[src/rtl/pwm_sample_player.sv]
// Multi-channel PWM playback engine: fetches one duty per channel each period over
// a req/ack handshake, double-buffers it and drives edge- or centre-aligned PWM.
module pwm_sample_player #(
    parameter int DATA_W   = 8,
    parameter int CHANNELS = 2,
    parameter int DIV      = 1,
    parameter int UCNT_W   = 16
) (
    input  logic                         clk_i,
    input  logic                         rst_ni,
    input  logic                         enable_i,
    input  logic                         mode_i,
    output logic                         req_o,
    input  logic                         ack_i,
    input  logic [CHANNELS*DATA_W-1:0]   sample_in_i,
    input  logic                         underrun_clr_i,
    output logic [CHANNELS-1:0]          pwm_out_o,
    output logic                         period_start_o,
    output logic                         underrun_o,
    output logic [UCNT_W-1:0]            underrun_count_o
);

    localparam int PRE_W = (DIV > 1) ? $clog2(DIV) : 1;
    localparam logic [PRE_W-1:0]  PRE_LAST = PRE_W'(DIV - 1);
    localparam logic [DATA_W-1:0] MAX      = '1;
    localparam logic [DATA_W-1:0] ONE      = DATA_W'(1);

    typedef enum logic [1:0] {IDLE, REQ, FULL} state_t;

    state_t                           state_q, state_d;
    logic [PRE_W-1:0]                 pre_q, pre_d;
    logic [DATA_W-1:0]                cnt_q, cnt_d;
    logic                             down_q, down_d;
    logic                             mode_q, mode_d;
    logic [CHANNELS-1:0][DATA_W-1:0]  active_q, active_d;
    logic [CHANNELS-1:0][DATA_W-1:0]  shadow_q, shadow_d;
    logic                             shadow_valid_q, shadow_valid_d;
    logic [CHANNELS-1:0]              pwm_q, pwm_d;
    logic                             pstart_q, pstart_d;
    logic                             under_q, under_d;
    logic [UCNT_W-1:0]                ucnt_q, ucnt_d;
    logic                             tick;
    logic                             boundary;

    assign tick     = enable_i && (pre_q == PRE_LAST);
    // A period ends when the counter is about to return to 0.
    assign boundary = tick && (mode_q ? (down_q && (cnt_q == ONE)) : (cnt_q == MAX));

    genvar gi;
    generate
        for (gi = 0; gi < CHANNELS; gi++) begin : g_pwm
            assign pwm_d[gi] = enable_i && (cnt_q < active_q[gi]);
        end
    endgenerate

    always_comb begin
        state_d        = state_q;
        pre_d          = pre_q;
        cnt_d          = cnt_q;
        down_d         = down_q;
        mode_d         = mode_q;
        active_d       = active_q;
        shadow_d       = shadow_q;
        shadow_valid_d = shadow_valid_q;
        pstart_d       = boundary;
        under_d        = 1'b0;
        ucnt_d         = ucnt_q;
        req_o          = (state_q == REQ);

        if (!enable_i) begin
            pre_d  = '0;
            cnt_d  = '0;
            down_d = 1'b0;
            mode_d = mode_i;
        end else begin
            pre_d = tick ? '0 : pre_q + PRE_W'(1);
            if (tick) begin
                if (!mode_q) begin
                    cnt_d = cnt_q + ONE;
                end else if (!down_q) begin
                    if (cnt_q == MAX) begin
                        down_d = 1'b1;
                        cnt_d  = cnt_q - ONE;
                    end else begin
                        cnt_d = cnt_q + ONE;
                    end
                end else if (cnt_q <= ONE) begin
                    cnt_d  = '0;
                    down_d = 1'b0;
                end else begin
                    cnt_d = cnt_q - ONE;
                end
                if (boundary) mode_d = mode_i;
            end
        end

        case (state_q)
            IDLE: state_d = REQ;
            REQ: begin
                if (ack_i) begin
                    // A sample arriving on the boundary itself goes straight to active.
                    if (boundary) begin
                        active_d = sample_in_i;
                    end else begin
                        shadow_d       = sample_in_i;
                        shadow_valid_d = 1'b1;
                        state_d        = FULL;
                    end
                end else if (boundary) begin
                    under_d = 1'b1;
                end
            end
            FULL: begin
                if (boundary && shadow_valid_q) begin
                    active_d       = shadow_q;
                    shadow_valid_d = 1'b0;
                    state_d        = REQ;
                end
            end
            default: state_d = IDLE;
        endcase

        // Clear wins over accumulation, but a coincident underrun still counts once.
        if (underrun_clr_i) begin
            ucnt_d = under_d ? UCNT_W'(1) : '0;
        end else if (under_d && !(&ucnt_q)) begin
            ucnt_d = ucnt_q + UCNT_W'(1);
        end
    end

    always_ff @(posedge clk_i or negedge rst_ni) begin
        if (!rst_ni) begin
            state_q        <= IDLE;
            pre_q          <= '0;
            cnt_q          <= '0;
            down_q         <= 1'b0;
            mode_q         <= 1'b0;
            active_q       <= '0;
            shadow_q       <= '0;
            shadow_valid_q <= 1'b0;
            pwm_q          <= '0;
            pstart_q       <= 1'b0;
            under_q        <= 1'b0;
            ucnt_q         <= '0;
        end else begin
            state_q        <= state_d;
            pre_q          <= pre_d;
            cnt_q          <= cnt_d;
            down_q         <= down_d;
            mode_q         <= mode_d;
            active_q       <= active_d;
            shadow_q       <= shadow_d;
            shadow_valid_q <= shadow_valid_d;
            pwm_q          <= pwm_d;
            pstart_q       <= pstart_d;
            under_q        <= under_d;
            ucnt_q         <= ucnt_d;
        end
    end

    assign pwm_out_o        = pwm_q;
    assign period_start_o   = pstart_q;
    assign underrun_o       = under_q;
    assign underrun_count_o = ucnt_q;

endmodule

[config.mk]
export PLATFORM = sky130hd
export DESIGN_NAME = pwm_sample_player
export DESIGN_NICKNAME = d
export VERILOG_FILES = /design/src/rtl/pwm_sample_player.sv
export SDC_FILE = /design/constraint.sdc
export NUM_CORES = 1
export LEC_CHECK = 0
export CORE_ASPECT_RATIO = 1.2
export CORE_UTILIZATION = 55
export DETAILED_ROUTE_END_ITERATION = 6
export PLACE_DENSITY = 0.81
export SKIP_LAST_GASP = 1
export SLEW_MARGIN = 40
export SYNTH_ARGS = -nofsm -noshare
export SYNTH_HDL_FRONTEND = slang
export SYNTH_SLANG_ARGS = --single-unit
[constraint.sdc]
create_clock -name clk_i -period 7 [get_ports clk_i]
set_input_delay 2.1 -clock clk_i [delete_from_list [all_inputs] [get_ports clk_i]]
set_output_delay 2.1 -clock clk_i [all_outputs]
set_load 0.01 [all_outputs]
# == After elaboration in Yosys (flattened, before gate mapping) ==
# Index checks and enable logic that the tools add are counted.
# totals
regBits,66
latchBits,0
ram_bits,0
rom_bits,0
output_inout_bits,21
elab_cells,88
n_memories,0
# op_classes
addsub,4
n_mul,0
div_mod_pow,0
magnitude_cmp,3
n_eq_ne,11
shifts,0
muxes,36
bitwise,2
n_reduce_logical,18
# ops
operator,count
$mux 16,5
$mux 8,6
$pmux 16 s2,1
$mux 1,19
$add 16x1->16 const B,1
$lt 8x8->1,2
$reduce_and 16->1,1
$ne 2x1->1 const B,5
$add 8x1->8 const B,1
$eq 8x1->1 const B,1
$eq 8x8->1 const B,1
$le 8x1->1 const B,1
$reduce_and 4->1,2
$sub 8x1->8 const B,1
$logic_and 1x1->1,7
$mux 2,3
$pmux 2 s3,1
$reduce_and 3->1,2
$ne 2x2->1 const B,2
$reduce_and 2->1,2
$reduce_bool 2->1,2
$eq 2x1->1 const B,1
$eq 2x2->1 const B,1
$logic_not 2->1,1
other kinds (4),5

# == Depth between registers and ports, before layout ==
# Gate-level depths: netlist of the first run.
# logic_depth
depth_word,10
depth_mapped,8
depth_no_buf,7

# == Least setup slack after synthesis of the first run ==
# No wires, ideal clock.
# synth_path
path_kind,input to register
start,input port enable_i
end,"register ucnt_q[8], in the netlist underrun_count_o[8]"
setup_time_ps,78
arrival_time_ps,3380
required_time_ps,6922
slack_ps,3542
path_stages,6
n_path_buf,1
cell_sequence,nand2b_1 > nor3_1 > a32oi_1 > buf_2 > or4_1 > a21oi_1
# synth_via
elab_chain_len,7
# synth_lines
item,line_no,rtl
start: declaration,11,"input logic enable_i,"
$logic_and 1x1->1,45,assign tick = enable_i && (pre_q == PRE_LAST);
$logic_and 1x1->1,47,assign boundary = tick && (mode_q ? (down_q && (cnt_q == ONE)) : (cnt_q == MAX));
$mux 1,109,end else if (boundary) begin
$mux 1,100,if (ack_i) begin
$mux 1,97,case (state_q)
$logic_and 1x1->1,126,end else if (under_d && !(&ucnt_q)) begin
$reduce_bool 2->1 (no source line),n/a,
end signal: assignment,157,ucnt_q <= ucnt_d;
end: declaration,41,"logic [UCNT_W-1:0] ucnt_q, ucnt_d;"
# No other way between the ends.
# A chain may end at the register's enable or synchronous reset.

# == Worst setup path in the final report of the first run ==
# layout_path
start,input port enable_i
end,"register ucnt_q[12], in the netlist underrun_count_o[12]"
# Same word-level chain as after synthesis.

==> results.toml, run 1 <==
[worst_setup_path]
critPathKind = "in2reg"
worst_ep_required_time_ns = 7.25
rr_endpoint = "underrun_count_o[11]"
cp_max_fo = 23
cp.arrival_ns = 4.32
start_kind = "input port"
crit_path_start = "enable_i"
end_kind = "flop"
cp-endpoint = "underrun_count_o[12]"
r2r_slack_ns = 4.45
r2r-start = "cnt_q[1]"
ff2ff_path_depth = 7

[timing]
worstMarginPinSlew_ns = 0.7797
tns_ns = 0
fin_crit_sh = 0.5813
setup_viol = 0
period_needed_ns = 4.069
slew_viol_final = 0
final-hold-violation-count = 0
fmax_mhz = 245.7
maxSlewHeadroom = 0.4785
finClkSkew_ns = 0.01208
rsz0062_at_grt = "no"

[global_route]
grtUsageTotal = 0.2451
grt_pass1_vias = 2919
overflow = 0
antenna_found_initial = 0
grt_start_max_net_pins = 67
grt_pass1_wl_um = 13660

[finish]
diodes = 0
final_cell_mix = "dfrtp_1 (66), clkdlybuf4s50_1 (41), nand2_1 (31)"
syn_to_final_growth_pct = 18.25
utilization = 0.6831
drive_gt1_frac = 0.1337
fin_nets = 454
layout_commonest_cell = "dfrtp_1"
fillers = 502

[floorplanning]
core_area_um2 = 6526
die_h_um = 92.69
die-area_um2 = 7190
fp.dieW_um = 77.58
rows = 32
ios = 43
start_util = 0.5776

[yosys]
synth_area_leaders = "dfrtp_1 (44%), ha_1 (6.0%), mux2i_1 (5.3%), o21ai_0 (3.8%), mux2_4 (3.6%)"
ys_seq_area_frac = 0.4381
synth_nets = 414
yosysWarnings = 0
yosys.area_share.simple = 0.1749
syn_area_um2 = 3770
synthXorXnorAreaFrac = 0
synth_adder_area_share = 0.05974
netlist.area_leader.share = 0.4381
synth_compound_area_frac = 0.1550
yosys.area.top_type = "dfrtp_1"
synth_flop_cell = "dfrtp_1"
syn_avg_cell_area_um2 = 10.08
synthMuxAreaShare = 0.1188
ys_seq_elements = 66
synthCells = 374
yosys.cell_types.count = 57
async_flop_share = 1.000
synth_edf_count = 0
synth_top_family_by_area = "simple AND/OR/NAND/NOR gates"

[run]
maxCapViolCount = 0

[clocking]
cts.sinks = 66
clkLatencyLatePin_ns = 0.34
cts_hold_buf = 0
postCtsSetupBuffers = 0
cts-resized-gates = 0
tritoncts.num_buffers = 9
clk_pin_slew_ns = 0.07
cts_tree = "built"
root_buffer = "clkbuf_8"
clock_path_buffers = 2
h-tree-depth = 3

[drt]
postRouteWirelength_um = 7904
num_vias = 2998
drc = 0
drtIter0Drc = 201
ant_nets = 0
vias_per_cell = 5.948
wl_per_cell_um = 15.68
dr.pass1.iters = 4

[power]
p_leak_nw = 1.825
vdd_drop_max_mv = 0.1637
power_density_nw_per_um2 = 232.1

[place]
place.gp.congestion = 0.9065
place.detailed.hpwl_um = 5440
portBuffers = 42

[min_path]
hold_class = "reg2reg"

[outcome]
outcome = "completed"
[flip-flops by register name, indices dropped and copies added, names as in the netlist]
name	cells
underrun_o	1
underrun_count_o	16
period_start_o	1
shadow_q	16
cnt_q	8
pwm_out_o	2
active_q	16
mode_q	1
pre_q	1
shadow_valid_q	1
down_q	1
state_q	2
[worst min path at each step]
| stage | from | endpoint | slack [ns] | depth (start not counted) |
|---|---|---|---|---|
| after floorplan | active_q[0] | active_q[0] | 0.44 | 2 |
| after global placement | active_q[8] | active_q[8] | 0.46 | 2 |
| after detailed placement | active_q[8] | active_q[8] | 0.47 | 2 |
| after CTS | active_q[8] | active_q[8] | 0.48 | 2 |
| after global routing | active_q[6] | active_q[6] | 0.51 | 2 |
| final | active_q[8] | active_q[8] | 0.48 | 2 |
[cell usage after synthesis, drive strengths merged, types with 3 or more instances]
cell,n
dfrtp,66
nand2,31
o21ai,29
inv,28
a21oi,20
mux2i,20
mux2,19
nand3,19
ha,18
nor2,15
or4,11
o31ai,10
buf,9
nor2b,8
a21boi,6
clkbuf,6
nor3,5
nor4,4
a21o,3
and4,3
nand2b,3
or2,3
or3,3
[critical path, stage by stage]
cell	delay [ns]
clkdlybuf4s50_1	0.61
nand2b_1	0.22
nor3_1	0.26
a32oi_1	0.13
buf_4	0.22
or4b_2	0.62
a21oi_1	0.16
[power by group]
| part | internal, mW | total [mW] | switching [mW] |
|---|---|---|---|
| sequential | 0.439 | 0.480 | 0.0411 |
| clock | 0.183 | 0.329 | 0.146 |
| combinational | 0.132 | 0.226 | 0.0940 |
| total | 0.754 | 1.03 | 0.281 |
[stage by stage]
step / power (mW) / setup slack (ns) / cell area [µm²] / hold slack [ns] / std cells
after floorplan: 0.6538 / 3.542 / 3770 / 0.4444 / 374
after CTS: 1.041 / 2.988 / 4443 / 0.4834 / 504
final: 1.035 / 2.931 / 4458 / 0.4786 / 504
after global routing: 1.084 / 2.865 / 4458 / 0.5125 / 504
after global placement: 0.6999 / 2.685 / 4222 / 0.4587 / 488
after detailed placement: 0.7131 / 2.635 / 4238 / 0.4671 / 488
[area by class of cell]
| class | instances | area [µm²] | share of cell area |
|---|---|---|---|
| Timing Repair Buffer | 44 | 434.2 | 0.09739 |
| Clock inverter | 4 | 50.05 | 0.01123 |
| Sequential cell | 66 | 1652 | 0.3705 |
| Multi-Input combinational cell | 265 | 1956 | 0.4387 |
| Tap cell | 85 | 106.4 | 0.02386 |
| Inverter | 28 | 105.1 | 0.02358 |
| Clock buffer | 12 | 155.1 | 0.03480 |
[logic make-up (layout without fill, tap and decap cells)]
| family | after synthesis | count (layout) |
|---|---|---|
| AO/OA/AOI/OAI | 89 | 89 |
| adder cells (fa/ha/maj) | 18 | 18 |
| buffers and inverters | 43 | 88 |
| flip-flops | 66 | 66 |
| multiplexers | 39 | 39 |
| other | 1 | 1 |
| AND/OR/NAND/NOR | 118 | 118 |
[layer usage]
layer	wire length, µm	up-vias	GRT usage
met5	0	-	0
met4	159	0	0.1053
met3	448	19	0.05714
met2	3923	109	0.4019
met1	3373	1436	0.3088
li1	-	1434	-
Note: power is estimated with default switching activity, not from simulation.
==> inputs of run 2 (changes only) <==
clock period = 4.2 ns   (was 7 ns; I/O delays follow)
==> results.toml, run 2 (synthesis gave the netlist of run 1 again) <==
[timing]
tns_ns = 0
worstMarginPinSlew_ns = 0.7725
finClkSkew_ns = 0.009479
fmax_mhz = 309.9
setup_viol = 0
maxSlewHeadroom = 0.4826
slew_viol_final = 0
period_needed_ns = 3.226
fin_ws_ns = 0.9736
fin_crit_sh = 0.7682
rsz0062_at_grt = "no"
final-hold-violation-count = 0

[finish]
syn_to_final_growth_pct = 20.08
final_cell_mix = "dfrtp_1 (66), clkdlybuf4s50_1 (41), nand2_1 (31)"
fillers = 512
utilization = 0.6936
fin_area_um2 = 4527
diodes = 0
fin_nets = 457
drive_gt1_frac = 0.1398
layout_commonest_cell = "dfrtp_1"

[floorplanning]
ios = 43
core_area_um2 = 6526
fp.dieW_um = 77.58
die-area_um2 = 7190
start_util = 0.5776
rows = 32
die_h_um = 92.69

[drt]
ant_nets = 0
postRouteWirelength_um = 8117
wl_per_cell_um = 16.01
num_vias = 2950
drtIter0Drc = 349
drc = 0
dr.pass1.iters = 4
vias_per_cell = 5.819

[clocking]
root_buffer = "clkbuf_8"
tritoncts.num_buffers = 9
h-tree-depth = 3
clock_path_buffers = 2
clk_pin_slew_ns = 0.08
cts-resized-gates = 0
postCtsSetupBuffers = 0
clkLatencyLatePin_ns = 0.35
cts_tree = "built"
cts_hold_buf = 0
cts.sinks = 66

[place]
place.detailed.hpwl_um = 5717
portBuffers = 42
place_ws_ns = 0.6190
post_dp_cell_area_um2 = 4249
place.gp.congestion = 0.8803

[global_route]
grt_pass1_wl_um = 13910
grt_pass1_vias = 2989
grtUsageTotal = 0.2514
grt_start_max_net_pins = 42
overflow = 0
antenna_found_initial = 0

[worst_setup_path]
worst_ep_required_time_ns = 4.47
path_cells = "clkdlybuf4s50_1 -> nand2b_1 -> nor3_1 -> a32oi_1 -> buf_4 -> or4_1 -> a21oi_1"
end_kind = "flop"
cpPeakStageDelay_ns = 0.58
crit_slowest_cell = "clkdlybuf4s50_1"
critPathKind = "in2reg"
cp_max_fo = 10
cp.arrival_ns = 3.50
start_kind = "input port"

[power]
p_leak_nw = 1.854
power_density_nw_per_um2 = 419.6
total_power_mw = 1.899
vdd_drop_max_mv = 0.3089

[min_path]
hold_class = "reg2reg"

[outcome]
outcome = "completed"

[run]
maxCapViolCount = 0
[run 2: worst paths after layout]
kind                                             end  cells past startpoint   startpoint  slack, ns
max in group asynchronous                active_q[8]                      2       rst_ni       2.32
worst max-delay path            underrun_count_o[10]                      7     enable_i       0.97
worst min-delay path                     active_q[3]                      2  active_q[3]       0.48
min in group asynchronous        underrun_count_o[5]                      1       rst_ni       0.92
worst max register to register  underrun_count_o[11]                      7     cnt_q[1]       1.59
worst min register to register           active_q[3]                      2  active_q[3]       0.48
[run 2: worst max-delay path: cells and delay by family]
| family | cells | cell delay (ns) |
|---|---|---|
| buf+inv | 2 | 0.84 |
| simple gates | 3 | 0.94 |
| compound gates | 2 | 0.45 |
[run 2: stage by stage]
step,cells,hold slack (ns)
3_5_place_dp,491,0.4707
4_1_cts,507,0.4878
2_1_floorplan,374,0.4444
3_3_place_gp,491,0.4562
5_1_grt,507,0.5096
6_report,507,0.4845
[run 2: power by group]
part | internal (mW) | total, mW | switching [mW]
clock | 0.470 | 0.721 | 0.251
combinational | 0.220 | 0.382 | 0.162
sequential | 0.731 | 0.796 | 0.0650
total | 1.42 | 1.90 | 0.478
[run 2: final cells by class]
type                            count  area (µm²)  share of cell area
Clock inverter                      5       125.1             0.02764
Sequential cell                    66        1652              0.3648
Clock buffer                       11       141.4             0.03123
Timing Repair Buffer               47       452.9              0.1001
Multi-Input combinational cell    265        1944              0.4295
Inverter                           28       105.1             0.02322
Tap cell                           85       106.4             0.02349
[run 2: routing by layer]
layer	up-vias	GRT usage	wire length, µm
li1	1442	-	-
met1	1417	0.3014	3561
met2	78	0.4307	4119
met3	13	0.05714	294
met4	0	0.1085	141
met5	-	0	0
